File: config.mk
export PLATFORM = sky130hd
export DESIGN_NAME = bin_bcd_display
export DESIGN_NICKNAME = d
export VERILOG_FILES = /design/src/rtl/bin_bcd_display_pkg.sv /design/src/rtl/bin_bcd_display_seg7_digit.sv /design/src/rtl/bin_bcd_display.sv
export SDC_FILE = /design/constraint.sdc
export NUM_CORES = 1
export LEC_CHECK = 0
export CORE_MARGIN = 5
export CORE_UTILIZATION = 52
export DETAILED_ROUTE_END_ITERATION = 7
export MAX_ROUTING_LAYER = met4
export PLACE_DENSITY_LB_ADDON = 0.05
export SYNTH_ARGS = -nofsm -noshare
export SYNTH_HDL_FRONTEND = slang
export SYNTH_SLANG_ARGS = --single-unit
File: constraint.sdc
create_clock -name clock -period 1.7 [get_ports clock]
set_input_delay 0.17 -clock clock [delete_from_list [all_inputs] [get_ports clock]]
set_output_delay 0.17 -clock clock [all_outputs]
set_load 0.01 [all_outputs]
File: src/rtl/bin_bcd_display_pkg.sv
// Shared constants for the binary-to-BCD display block: FSM state codes
// and the active-low seven-segment patterns (bit0 = a ... bit6 = g).
package bin_bcd_display_pkg;

    // FSM state encodings
    localparam logic [1:0] ST_IDLE   = 2'd0;
    localparam logic [1:0] ST_SHIFT  = 2'd1;
    localparam logic [1:0] ST_COMMIT = 2'd2;

    // Segment patterns, active-low
    localparam logic [6:0] SEG_BLANK = 7'h7F;
    localparam logic [6:0] SEG_0     = 7'h40;
    localparam logic [6:0] SEG_1     = 7'h79;
    localparam logic [6:0] SEG_2     = 7'h24;
    localparam logic [6:0] SEG_3     = 7'h30;
    localparam logic [6:0] SEG_4     = 7'h19;
    localparam logic [6:0] SEG_5     = 7'h12;
    localparam logic [6:0] SEG_6     = 7'h02;
    localparam logic [6:0] SEG_7     = 7'h78;
    localparam logic [6:0] SEG_8     = 7'h00;
    localparam logic [6:0] SEG_9     = 7'h10;

    // Map one BCD code to its segment pattern; non-decimal codes show blank
    function automatic logic [6:0] seg_encode(input logic [3:0] code);
        case (code)
            4'd0:    return SEG_0;
            4'd1:    return SEG_1;
            4'd2:    return SEG_2;
            4'd3:    return SEG_3;
            4'd4:    return SEG_4;
            4'd5:    return SEG_5;
            4'd6:    return SEG_6;
            4'd7:    return SEG_7;
            4'd8:    return SEG_8;
            4'd9:    return SEG_9;
            default: return SEG_BLANK;
        endcase
    endfunction

endpackage

File: src/rtl/bin_bcd_display_seg7_digit.sv
// One seven-segment digit decoder with a blank override, active-low output.
module seg7_digit
    import bin_bcd_display_pkg::*;
(
    input  logic [3:0] code,
    input  logic       blank,
    output logic [6:0] seg
);

    // Decode the code, or force all segments off when blanked
    always_comb begin
        seg = blank ? SEG_BLANK : seg_encode(code);
    end

endmodule

File: src/rtl/bin_bcd_display.sv
// Sequential double-dabble binary-to-BCD converter with a registered result
// and a combinational seven-segment display of the committed value.
module bin_bcd_display
    import bin_bcd_display_pkg::*;
#(
    parameter int unsigned WIDTH    = 6,
    parameter int unsigned DIGITS   = 2,
    parameter int unsigned BLANK_LZ = 0
) (
    input  logic                  clock,
    input  logic                  resetn,
    input  logic                  start,
    input  logic [WIDTH-1:0]      bin_in,
    input  logic                  enable,
    output logic                  busy,
    output logic                  done,
    output logic                  overflow,
    output logic [4*DIGITS-1:0]   bcd,
    output logic [7*DIGITS-1:0]   hex
);

    localparam int unsigned CW = $clog2(WIDTH + 1);

    logic [1:0]          state;
    logic [WIDTH-1:0]    bin_sr;
    logic [4*DIGITS-1:0] scratch;
    logic [4*DIGITS-1:0] adj;
    logic [CW-1:0]       cnt;
    logic                sticky;

    // Add-3 correction applied to every scratch digit that is 5 or more
    for (genvar k = 0; k < int'(DIGITS); k++) begin : g_add3
        assign adj[4*k+3:4*k] = (scratch[4*k+3:4*k] >= 4'd5) ?
                                (scratch[4*k+3:4*k] + 4'd3) : scratch[4*k+3:4*k];
    end

    assign busy = (state != ST_IDLE);

    // Conversion FSM: latch in IDLE, shift WIDTH times, then commit the result
    always_ff @(posedge clock or negedge resetn) begin
        if (!resetn) begin
            state    <= ST_IDLE;
            bin_sr   <= '0;
            scratch  <= '0;
            cnt      <= '0;
            sticky   <= 1'b0;
            bcd      <= '0;
            overflow <= 1'b0;
            done     <= 1'b0;
        end else begin
            done <= 1'b0;
            case (state)
                ST_IDLE: begin
                    if (start) begin
                        bin_sr  <= bin_in;
                        scratch <= '0;
                        sticky  <= 1'b0;
                        cnt     <= CW'(WIDTH);
                        state   <= ST_SHIFT;
                    end
                end
                ST_SHIFT: begin
                    // the bit leaving the top corrected digit is lost range
                    scratch <= {adj[4*DIGITS-2:0], bin_sr[WIDTH-1]};
                    bin_sr  <= bin_sr << 1;
                    if (adj[4*DIGITS-1]) begin
                        sticky <= 1'b1;
                    end
                    cnt <= cnt - CW'(1);
                    if (cnt == CW'(1)) begin
                        state <= ST_COMMIT;
                    end
                end
                ST_COMMIT: begin
                    bcd      <= sticky ? {DIGITS{4'h9}} : scratch;
                    overflow <= sticky;
                    done     <= 1'b1;
                    state    <= ST_IDLE;
                end
                default: begin
                    state <= ST_IDLE;
                end
            endcase
        end
    end

    // Per-digit display with enable and optional leading-zero blanking
    for (genvar k = 0; k < int'(DIGITS); k++) begin : g_digit
        logic lz;
        if (k == 0) begin : g_lsd
            assign lz = 1'b0;
        end else begin : g_upper
            assign lz = (BLANK_LZ != 0) && (bcd[4*DIGITS-1:4*k] == '0);
        end
        seg7_digit u_seg (
            .code  (bcd[4*k+3:4*k]),
            .blank (!enable || lz),
            .seg   (hex[7*k+6:7*k])
        );
    end

endmodule

==> impl_results.md, run 1 <==
- Setup repair after global routing missed its margin: yes
- Clock latency on the worst-skew pair: approximately 0.28 ns
- Total die area: 4980 um2
- Final hold violation count: 0
- Final net count: roughly 300
- Final period util: 0.975
- Height of the chip: 70.5 um
- Tmin final: 1.66 ns
- Effective utilization at floorplan: 0.528
- Aggregate global routing overflow: 0
- Endpoint class of the critical path: output port
- Worst Setup Path Type: reg -> out
- Sink count of the clock tree: 30
- Fraction of layout cells with a size suffix above 1: 0.272
- Final setup vio count: 0
- Final cell count without fillers: 316
- Area contributors post-synth: dfrtp_1, ha_1, nand2_1
- Fraction of the yosys area taken by sequential cells: 0.394
- Root cell of the clock tree: clkbuf_8
- Wirelength per Cell: roughly 13 um
- Ratio of total power to cell area: 2000 nW/um2
- Post-synthesis cell area: 1910 um2
- Delay of the slowest critical-path stage: 0.39 ns
- Quantity of I/O buffers inserted on ports: 34
- Data required time of the critical path: 1.53 ns
- Count of vias placed by the detailed router: roughly 1700
- Most common library cell in the layout ignoring fill and taps: nand2_1
- Yosys warns: 0
- Number of distinct library cells after synthesis: 37
- Max-cap violation count: 0
- CTS Buffer Depth: 2
- Total number of placement rows: 22
- Crit-path cells: inv_2 > buf_4 > ha_1 > nor3b_1 > o21ai_0 > buf_2
- Global placement routability congestion: 0.905
- Top-level I/O count: 35
- Clock transition at the registers of the reported paths: 0.06 ns
- Area fraction of the dominant cell type after synthesis: 0.394
- Core region area: 3610 um2
- Most area-hungry cell type in the Yosys netlist: dfrtp_1
- Flip-flop cell with the highest count after synthesis: dfrtp_1
- Post-synthesis cell count: 219
- Mean instance size in the synthesized netlist: 8.70 um2
- Number of max-slew violations in the final report: 0
- Leak Pwr: 1.11 nW
- First-pass iteration count of the detailed router: 4
- Nets in the synthesized netlist: 245
- Cell type of the slowest stage on the worst timing path: dfrtp_1
- DRC violation total after the first TritonRoute iteration: 56
- Wire length reported by the detailed router: 4.16 mm
- Number of buffers added to fix hold violations after cts: 0
- Global-route usage over all layers: 0.177
- Count of flip-flops with a built-in enable after synthesis: 0
- Number of global-route vias before repair: 1665
- Worst slew pin tran: between 0.4 and 0.5 ns
- Largest net degree at the start of global routing: 31
- Layout Skew: 0.00187 ns
- Area Overhead vs Synth: 30.5%
- HPWL after detailed placement: 3.09 mm
- Hold Path Class: in -> async
- Wire length of the first global-routing pass: 6.91 mm
- Maximum clock frequency: 0.603 GHz
- Crit path launch type: register
- Total clock buffers created by CTS: 5
- Worst Hold Margin: 0.268 ns
- Antenna cell count: 0
- Via-to-Cell Ratio: 5.49
- Critical path fanouts, max: 3
- Worst endpoint data arrival time: 1.49 ns
- Overall die width: 70.5 um
- Fraction of synthesis flops using an asynchronous set or reset pin: 1.00
- Clock tree from TritonCTS: yes
- Result of the run: finished, final reports clean
- Finished Core Util: 0.689
- Commonest cells after routing, fill and taps aside: nand2_1, dfrtp_1, clkdlybuf4s50_1, buf_4, inv_1
- Max_slew headroom: 0.679
- Yosys reg bits: 30
- Number of routed nets with antenna violations: 0
- Peak supply drop: approximately 0.0011 V
- Number of antenna violations at the first check in global routing: 0
- Number of H-tree levels: 2
- # placed instances: 304
- DRC violation count after routing: 0
[per-layer routing]
metal  up-vias  track usage  routed length [um]
met4         0       0.0835                  78
met1       825        0.177                1640
li1        851            -                   -
met3        10       0.0597                 269
met2        49        0.309                2180
met5         -            -                   0
[final cells by class]
type	instances	area (um2)
Fill cell	310	1120
Multi-Input combinational cell	155	1080
Sequential cell	30	757
Timing Repair Buffer	55	438
Inverter	21	78.8
Clock buffer	7	76.3
Tap cell	48	60.1
[metrics by stage]
step	setup WS (ns)	TNS, ns	total power (W)	cell area, um2
3_5_place_dp	-0.116	-0.420	0.00430	2350
5_1_grt	-0.0548	-0.234	0.00539	2490
3_3_place_gp	-0.0546	-0.176	0.00417	2350
2_1_floorplan	0.216	0	0.00318	1910
4_1_cts	-0.0751	-0.122	0.00478	2420
6_report	0.0428	0	0.00496	2490
[critical path: cells and delay by family, from the launching register on]
kind	cells	cell delay, ns
buffers and inverters	3	0.35
AOI/OAI and AO/OA	1	0.13
adders and majority gates	1	0.20
DFF	1	0.39
and+or+nand+nor	1	0.14
[sequential cells by signal (all words and copies together) (netlist names)]
register / count
bcd: 8
cnt: 3
scratch: 8
overflow: 1
state: 2
sticky: 1
bin_sr: 6
done: 1
[where the power goes]
part           switching (W)  internal, W
sequential          0.000339      0.00105
clock               0.000242     0.000281
combinational        0.00156      0.00150
[final timing paths]
check                             endpoint  slack (ns)  startpoint  cells past startpoint
worst max-delay path                hex[4]        0.04      bcd[0]                      6
worst max register to register  scratch[6]        0.18  scratch[4]                      5
worst min register to register    overflow        0.49    overflow                      1
max in group asynchronous           bcd[3]        1.13      resetn                      2
min in group clock               bin_sr[4]        0.46   bin_in[4]                      3
worst min-delay path                cnt[1]        0.27      resetn                      2
[cells by family after synthesis]
group | count (synthesis) | synth area share
compound gates | 68 | 0.234
simple gates | 68 | 0.171
buf+inv | 34 | 0.0808
flops | 30 | 0.394
fa+ha+maj | 16 | 0.105
xor+xnor | 2 | 0.00919
mux | 1 | 0.00591
[synth_stat cells (all sizes together), types with 2 or more instances]
library cell  number
a21oi             13
a31oi              7
a32o               2
buf               11
clkbuf             2
dfrtp             30
ha                16
inv               21
nand2             26
nand2b            10
nor2              15
nor2b              4
nor3               3
nor3b              2
o2111ai            4
o21a               2
o21ai             22
o221ai             2
o311ai             2
o31ai              7
or2                5
xnor2              2
[repair_timing]
item                                    4_1_cts  5_1_grt
endpoints found under the setup margin       15       15
setup buffers                                 1        4
pin swaps                                     2       12
endpoints found under the hold margin         0        0
gates resized for setup                      48       45
Power figures use the tool's default switching activity.
==> run 2: changes to the inputs <==
Settings changed: SLEW_MARGIN set to 25.
==> results of run 2 <==
Same layout as run 1: the final DEF is identical, and so are final timing and power.
